[src/rtl/proc_csr_io_unit.sv]
// CSR I/O unit: NCH input capture buffers and NCH output FIFOs behind csrr/csrw,
// with a D-stage stall when an access cannot complete and a registered X-stage read result.
module proc_csr_io_unit #(
   parameter int          NCH          = 3,
   parameter int          W            = 32,
   parameter int          OUT_DEPTH    = 2,
   parameter logic [11:0] IN_CSR_BASE  = 12'hFC2,
   parameter logic [11:0] OUT_CSR_BASE = 12'h7C2,
   parameter logic [11:0] STAT_CSR     = 12'hFC0
) (
   input  logic             clk,
   input  logic             rst,
   input  logic             csrr_en_D,
   input  logic [11:0]      csrr_addr_D,
   input  logic             csrw_en_D,
   input  logic [11:0]      csrw_addr_D,
   input  logic [W-1:0]     csrw_data_D,
   output logic             stall_D,
   output logic [W-1:0]     csrr_data_X,
   input  logic [NCH*W-1:0] in_data,
   input  logic [NCH-1:0]   in_val,
   output logic [NCH-1:0]   in_rdy,
   output logic [NCH*W-1:0] out_data,
   output logic [NCH-1:0]   out_val,
   input  logic [NCH-1:0]   out_rdy
);

   localparam int             PW       = (OUT_DEPTH > 1) ? $clog2(OUT_DEPTH) : 1;
   localparam int             CW       = $clog2(OUT_DEPTH + 1);
   localparam logic [CW-1:0]  FULL_CNT = CW'(OUT_DEPTH);
   localparam logic [PW-1:0]  LAST_PTR = PW'(OUT_DEPTH - 1);

   logic [NCH-1:0] in_full;
   logic [W-1:0]   in_buf   [NCH];
   logic [W-1:0]   fifo_mem [NCH][OUT_DEPTH];
   logic [PW-1:0]  head     [NCH];
   logic [PW-1:0]  tail     [NCH];
   logic [CW-1:0]  count    [NCH];

   logic [NCH-1:0] out_full;
   logic [NCH-1:0] rd_sel, wr_sel;
   logic [NCH-1:0] in_cap, in_take, out_enq, out_deq;
   logic           rd_stat, rd_stall, wr_stall;
   logic [W-1:0]   rd_data;

   function automatic logic [PW-1:0] ptr_inc(input logic [PW-1:0] p);
      return (p == LAST_PTR) ? '0 : p + PW'(1);
   endfunction

   // Address decode; indices at or beyond NCH never match, so they read as unmapped.
   always_comb begin
      // NOTE: every output of a combinational block gets a default first so no latch is inferred.
      rd_sel = '0;
      wr_sel = '0;
      for (int i = 0; i < NCH; i++) begin
         rd_sel[i] = csrr_en_D && (csrr_addr_D == 12'(IN_CSR_BASE + i));
         wr_sel[i] = csrw_en_D && (csrw_addr_D == 12'(OUT_CSR_BASE + i));
      end
      rd_stat = csrr_en_D && (csrr_addr_D == STAT_CSR);
   end

   always_comb begin
      out_data = '0;
      for (int i = 0; i < NCH; i++) begin
         out_val[i]  = (count[i] != '0);
         out_full[i] = (count[i] == FULL_CNT);
         if (out_val[i]) out_data[i*W +: W] = fifo_mem[i][head[i]];
      end
   end

   assign rd_stall = |(rd_sel & ~in_full);
   assign wr_stall = |(wr_sel & out_full);
   assign stall_D  = rd_stall | wr_stall;

   // A stall blocks both accesses, so the retried instruction sees an unchanged unit.
   assign in_rdy  = ~in_full;
   assign in_cap  = in_val & ~in_full;
   assign in_take = rd_sel & in_full & {NCH{!stall_D}};
   assign out_enq = wr_sel & ~out_full & {NCH{!stall_D}};
   assign out_deq = out_val & out_rdy;

   always_comb begin
      rd_data = '0;
      if (!stall_D) begin
         for (int i = 0; i < NCH; i++)
            if (rd_sel[i]) rd_data = in_buf[i];
         if (rd_stat) rd_data = W'({out_full, in_full});
      end
   end

   // NOTE: sequential state uses non-blocking assignments so every register samples pre-edge values.
   always_ff @(posedge clk or posedge rst) begin
      if (rst) begin
         in_full     <= '0;
         csrr_data_X <= '0;
         for (int i = 0; i < NCH; i++) begin
            head[i]  <= '0;
            tail[i]  <= '0;
            count[i] <= '0;
         end
      end else begin
         csrr_data_X <= rd_data;
         for (int i = 0; i < NCH; i++) begin
            if (in_cap[i])       in_full[i] <= 1'b1;
            else if (in_take[i]) in_full[i] <= 1'b0;
            if (out_enq[i]) tail[i] <= ptr_inc(tail[i]);
            if (out_deq[i]) head[i] <= ptr_inc(head[i]);
            case ({out_enq[i], out_deq[i]})
               2'b10:   count[i] <= count[i] + CW'(1);
               2'b01:   count[i] <= count[i] - CW'(1);
               default: count[i] <= count[i];
            endcase
         end
      end
   end

   // NOTE: data storage is not reset; the valid flags and counts above decide what is visible.
   always_ff @(posedge clk) begin
      for (int i = 0; i < NCH; i++) begin
         if (in_cap[i])  in_buf[i]            <= in_data[i*W +: W];
         if (out_enq[i]) fifo_mem[i][tail[i]] <= csrw_data_D;
      end
   end

endmodule

[config.mk]
export PLATFORM = sky130hd
export DESIGN_NAME = proc_csr_io_unit
export DESIGN_NICKNAME = d
export VERILOG_FILES = /design/src/rtl/proc_csr_io_unit.sv
export SDC_FILE = /design/constraint.sdc
export NUM_CORES = 1
export LEC_CHECK = 0
export CORE_AREA = 2 2 132 198
export CTS_BUF_LIST = sky130_fd_sc_hd__clkbuf_8
export DETAILED_ROUTE_END_ITERATION = 6
export DIE_AREA = 0 0 134 200
export GPL_TIMING_DRIVEN = 0
export PLACE_DENSITY_LB_ADDON = 0.08
export RECOVER_POWER = 25
export SLEW_MARGIN = 20
export SYNTH_ARGS = -nofsm -noshare
export SYNTH_HDL_FRONTEND = slang
export SYNTH_SLANG_ARGS = --single-unit
[constraint.sdc]
create_clock -name clk -period 3.85 [get_ports clk]
set_clock_uncertainty 0.2 [all_clocks]
set_input_delay 0.77 -clock clk [delete_from_list [all_inputs] [get_ports clk]]
set_output_delay 0.77 -clock clk [all_outputs]
set_load 0.005 [all_outputs]
==> results of run 1 <==
worst max-delay path, cell delays in order:
cell and delay, ns:
clkdlybuf4s50_1 0.45, nor4bb_4 0.42, nand4_1 0.21, a21boi_4 0.22, buf_6 0.18, o21bai_1 0.13
dlygate4sd2_1 0.27
sequential cells by signal, summed over array words and instances, names as in the netlist:
name         flops
tail             3
count            6
head             3
in_full          3
in_buf          96
fifo_mem       192
csrr_data_X     32
report_power, final:
part / switching, uW / internal [uW]
sequential: 49.8 / 3990
clock: 1290 / 1350
combinational: 1240 / 1420
total: 2580 / 6770
cell usage after synthesis, types with 3 or more instances:
library cell	n
nor3_1	14
buf_6	4
nand2_1	5
ha_1	3
xnor2_1	9
o2111ai_1	3
a22oi_1	26
dfrtp_1	47
mux2i_1	102
clkbuf_1	25
nor3_2	19
and2_1	3
o21ai_0	7
mux2_2	26
o22ai_1	6
xor2_1	6
nor2_1	111
edfxtp_1	288
nor2b_1	14
inv_1	12
buf_2	7
worst max path at each step:
stage / cells after the start / endpoint / slack (ns)
2_1_floorplan: 5 / fifo_mem[0][0]$_DFFE_PP_ / 0.19
3_3_place_gp: 5 / fifo_mem[0][13]$_DFFE_PP_ / -2.08
3_5_place_dp: 7 / stall_D / -0.79
4_1_cts: 5 / out_data[29] / 0.004
5_1_grt: 4 / out_data[26] / 0.03
6_report: 7 / stall_D / 0.23
stage by stage:
step	hold WS [ns]	util (%)	setup WS (ns)	total power [uW]	std cells
global route	0.330	70.0	0.0306	9770	1483
detailed placement	0.276	66.2	-0.788	6840	1397
finish	0.294	70.0	0.232	9340	1487
global placement	0.279	65.0	-2.08	6830	1387
floorplan	0.256	-	0.189	5250	764
CTS	0.268	70.0	0.00355	9490	1483
per-layer routing:
layer,up-vias,GRT usage [%],wire (um)
met4,4,7.57,747
met3,51,6.52,2460
met1,3695,26.0,11300
met2,300,41.5,16300
li1,3596,-,-
met5,-,0,22
what timing repair did:
| action | CTS | global route |
|---|---|---|
| buffers inserted | 1 | 0 |
| pin swaps | 3 | 0 |
| gates resized for setup | 13 | 11 |
| setup endpoints to repair | 15 | 25 |
cell families after synthesis:
logic type,Yosys count
flip-flops,335
multiplexers,128
XOR/XNOR,15
AND/OR/NAND/NOR,184
adder cells (fa/ha/maj),3
AO/OA/AOI/OAI,50
buffers and inverters,49
final cells by class:
cell class	instances	area, um2
Multi-Input combinational cell	380	2920
Sequential cell	335	9820
Clock buffer	54	743
Buffer	37	195
Clock inverter	31	155
Inverter	12	45.0
Fill cell	1734	7480
Timing Repair Buffer	306	3180
Antenna cell	4	10.0
Tap cell	328	410
==> reports/metrics.cfg, run 1 <==
[min_path]
hp-start = count[1]$_DFFE_PP0P_
min_path_cells = 1
hold_path.class = register to register
hold_end = count[1]$_DFFE_PP0P_

[place]
routabilityCongestion = 0.792
port_buffers = 295
dp_hpwl_um = 21700
place_area_mm2 = 0.0165

[final_layout]
final_common_cell = edfxtp_1
fin_area_mm2 = 0.0175
nets = 1286
final_cell_mix = 288 x edfxtp_1, 181 x clkdlybuf4s50_1, 113 x dlygate4sd3_1
area_delta_synth_final_pct = 35.9
drive_above_1_share_pct = 13.4

[worst_setup_path]
worstReg2RegStart = in_full[0]$_DFFE_PP0P_
critPathKind = input port to output port
crit_fanout = 10
crit_path_end_kind = output port
cp.required_ns = 2.88
reg2reg_setup_slack_ns = 1.06
ff2ff_path_depth = 5
r2r-end = fifo_mem[0][19]$_DFFE_PP_
worst_ep_arrival_time_ns = 2.65
crit_start = csrw_addr_D[4]
start_kind = input port

[sta]
period_minus_slack_ns = 3.62
hold_viol_final = 0
setup_viol = 0
finalCritPeriodShare_pct = 94.0
slew_headroom_pct = 32.5
final_max_slew_viol_count = 0
tightest_slew_ns = 1.01
clock.fmax_mhz = 276
rsz0062_at_grt = false
tns_ns = 0

[logic_synthesis]
synth_top_family_by_area = multiplexers
synthMuxAreaShare_pct = 10.2
synth_top_cell_by_area = edfxtp_1
syn_avg_cell_area_um2 = 16.8
synth-simple-area-share_pct = 7.52
synthDistinctLibCells = 43
async_reset_ff_share_pct = 14.0
synthAdderAreaFrac_pct = 0.292
yosysTopAreaCellShare_pct = 67.2
synth_edf_count = 288
ys_seq_area_share_pct = 76.4
synthCells = 764
synth_area_mm2 = 0.0129
synth_xor_area_share_pct = 1.02
yosys_warnings = 0
synth-seq-cells = 335
synth_compound_area_share_pct = 2.85
yosys-top-cells-area = edfxtp_1 67%, dfrtp_1 9.1%, mux2i_1 7.9%
synth_fp_nets = 929
synth_flop_cell = edfxtp_1

[drt]
vias = 7646
vias_per_cell = 5.14
route.detailed.drc = 0
drtIter0Drc = 453
totalWireLength_um = 30900
ant_nets = 0
firstDrtPassIters = 5
routedWlPerCell_um = 20.8

[floorplanning]
start_util_pct = 51.5
fp.dieW_um = 134
design.die.area_mm2 = 0.0268
die_h_um = 200
coreArea_mm2 = 0.0250
rows = 71
io_pins = 297

[global_route]
grt_pass1_wl_um = 45500
grt_pass1_vias = 7913
grt_max_degree = 34
grtUsageTotal_pct = 22.9
antenna_found_initial = 2
overflow = 0

[clocking]
cts_root_buf = clkbuf_8
cts_buffers = 49
tritoncts = built
cts_num_sinks = 335
htreeDepth = 2
cts_max_path_buffers = 3
cts_hold_buf = 0
clock_latency_ns = 0.58
cts.clk_slew.worst_paths_ns = 0.06

[job]
drv_cap = 0

[pwr]
ir_drop_uv = 410
powerDensity_mw_per_mm2 = 534
leakagePower_uw = 0.00647

[outcome]
status = complete, no violations

(Power assumes the default switching activity.)
==> run 2, diff against run 1 <==
ABC_AREA = 1   (was unset)
HOLD_SLACK_MARGIN = 0.02   (was unset)
SLEW_MARGIN = 0   (was 20)
==> reports/metrics.cfg, run 2 <==
[outcome]
status = complete, no violations

[place]
routabilityCongestion = 0.800
dp_hpwl_um = 23000
port_buffers = 296

[worst_setup_path]
reg2reg_setup_slack_ns = 1.26
worst_ep_arrival_time_ns = 2.77
max_stage_delay_ns = 0.57
ff2ff_path_depth = 9
cp_top_family = buffers and inverters
path_cells = clkbuf_1 > clkbuf_1 > nand2_1 > a21oi_1 > clkdlybuf4s50_1
crit_fanout = 10
crit_buf_inv = 3
worstReg2RegStart = count[5]$_DFFE_PP0P_
critPathSlowestCell = clkdlybuf4s50_1
cp.required_ns = 2.88
start_kind = register
crit_path_end_kind = output port
cpMostUsedCell = clkbuf_1
critPathKind = register to output port
r2r-end = fifo_mem[0][52]$_DFFE_PP_

[drt]
totalWireLength_um = 32100
ant_nets = 0
drtIter0Drc = 445
route.detailed.drc = 0
vias = 8903
firstDrtPassIters = 7
vias_per_cell = 5.12
routedWlPerCell_um = 18.5

[global_route]
grt_pass1_wl_um = 48100
grt_pass1_vias = 9034
overflow = 0
grt_max_degree = 34
grtUsageTotal_pct = 23.9
antenna_found_initial = 2

[min_path]
hold_end = in_full[2]$_DFFE_PP0P_
hp-start = in_full[2]$_DFFE_PP0P_
min_path_cells = 2
hold_path.class = register to register

[final_layout]
final_cell_mix = 288 x edfxtp_1, 248 x nand2_1, 183 x clkdlybuf4s50_1
drive_above_1_share_pct = 8.03
largest_register_ffs = 192
nets = 1538
area_delta_synth_final_pct = 35.1
final_common_cell = edfxtp_1
utilization_pct = 69.8

[sta]
clock.fmax_mhz = 267
slew_headroom_pct = 10.3
hold_viol_final = 0
period_minus_slack_ns = 3.74
tns_ns = 0
setup_viol = 0
tightest_slew_ns = 1.34
finalCritPeriodShare_pct = 97.2
final_max_slew_viol_count = 0
rsz0062_at_grt = true

[pwr]
leakagePower_uw = 0.00667
p_total_uw = 9490
comb_power_share_pct = 30.5
p_seq_share_pct = 43.1
switchingPower_uw = 2840
p_sw_share_pct = 29.9
powerDensity_mw_per_mm2 = 545
ir_drop_uv = 314
pwr-share-clk_pct = 26.4
p_int_uw = 6650

[floorplanning]
coreArea_mm2 = 0.0250
design.die.area_mm2 = 0.0268
fp.dieW_um = 134
start_util_pct = 51.7
rows = 71
die_h_um = 200
io_pins = 297

[clocking]
cts_num_sinks = 335
tritoncts = built
htreeDepth = 2
clock_latency_ns = 0.56
cts.clk_slew.worst_paths_ns = 0.07
cts_root_buf = clkbuf_8
cts_max_path_buffers = 3
cts_buffers = 46

[logic_synthesis]
yosysTopAreaCellShare_pct = 67.1
async_reset_ff_share_pct = 14.0
synthDistinctLibCells = 26
synthCells = 1019
synth_fp_nets = 1184
synth_area_mm2 = 0.0129
synth_flop_cell = edfxtp_1
synth.most_common_cell = edfxtp_1
ys_seq_area_share_pct = 76.2
syn_avg_cell_area_um2 = 12.7
synth_edf_count = 288
synth-seq-cells = 335
yosys-top-cells-area = edfxtp_1 67%, dfrtp_1 9.1%, nand2_1 7.2%
synthTopCellsByCount = 288 x edfxtp_1, 248 x nand2_1, 125 x a21oi_1
synth_top_cell_by_area = edfxtp_1
yosys_warnings = 0

[job]
drv_cap = 0

==> run 2: cell types whose count changed after synthesis, moves of 25 or more <==
cell     change
nand2_1    +243
a21oi_1    +125
mux2i_1    -102
inv_1       +65
nor2_1      -41
nand4_1     +28
a22oi_1     -26
mux2_2      -26
o21ai_0     +25
==> run 2: worst max path at each step <==
stage / from / end / depth (start not counted)
finish: head[1]$_DFFE_PP0P_ / out_data[57] / 5
global route: csrr_addr_D[7] / stall_D / 11
CTS: head[1]$_DFFE_PP0P_ / out_data[57] / 6
detailed placement: csrr_addr_D[6] / stall_D / 11
global placement: csrr_addr_D[1] / fifo_mem[0][46]$_DFFE_PP_ / 10
floorplan: csrr_addr_D[10] / fifo_mem[0][0]$_DFFE_PP_ / 10
==> run 2: layer usage <==
metal  GRT usage [%]  vias up  wire length, um
met5               0        -                0
met4            11.2        0             1380
met3            5.96       83             2480
met2            44.8      374            17400
met1            25.1     4212            10900
li1                -     4234                -
==> run 2: logic make-up (layout without fill, tap and decap cells) <==
logic type                 count (synthesis)  count (layout)  share of synthesized area, %
adders and majority gates                  3               3                         0.291
other                                      0               2                             0
DFF                                      335             335                          76.2
xor gates and xnor gates                   9               9                         0.611
buffers and inverters                    130             519                          4.17
AOI/OAI and AO/OA                        164             164                          6.42
and+or+nand+nor                          378             378                          12.3
==> run 2: timing repair <==
item,in CTS,in global routing
setup endpoints to repair,0,12
hold buffers,0,0
setup buffers,0,0
resized for setup,0,8
==> run 2: worst register-to-register path, stage by stage, from the launching register on <==
cell and delay (ns):
dfrtp_1 0.39, inv_1 0.11, nor2_1 0.06, nand3_1 0.11, nand2_1 0.07, nor2_2 0.15, buf_4 0.21, nand3_2 0.17
nor2_4 0.56, buf_16 0.25
==> run 2: layout make-up <==
class                           instances  area [um2]
Sequential cell                       335        9820
Fill cell                            1783        7540
Timing Repair Buffer                  306        3200
Multi-Input combinational cell        554        2590
Clock buffer                           52         716
Tap cell                              328         410
Inverter                               82         308
Buffer                                 48         233
Clock inverter                         31         133
Antenna cell                            2        5.00
==> run 2: metrics by stage <==
stage               instance area [um2]  hold slack [ns]  worst slack (ns)  cells
CTS                               17400            0.282            0.0123   1735
floorplan                         12900            0.242             0.280   1019
global route                      17400            0.314           -0.0392   1737
finish                            17400            0.276             0.106   1738
global placement                  16300            0.257             -1.52   1643
detailed placement                16500            0.266            0.0558   1652
==> run 2: power groups by stage <==
stage | logic [uW] | clock network (uW) | registers [uW]
2_1_floorplan | 1100 | 0 | 4150
3_3_place_gp | 2880 | 0 | 4160
3_5_place_dp | 2920 | 0 | 4170
4_1_cts | 2930 | 2560 | 4090
5_1_grt | 3120 | 2700 | 4100
6_report | 2890 | 2510 | 4090
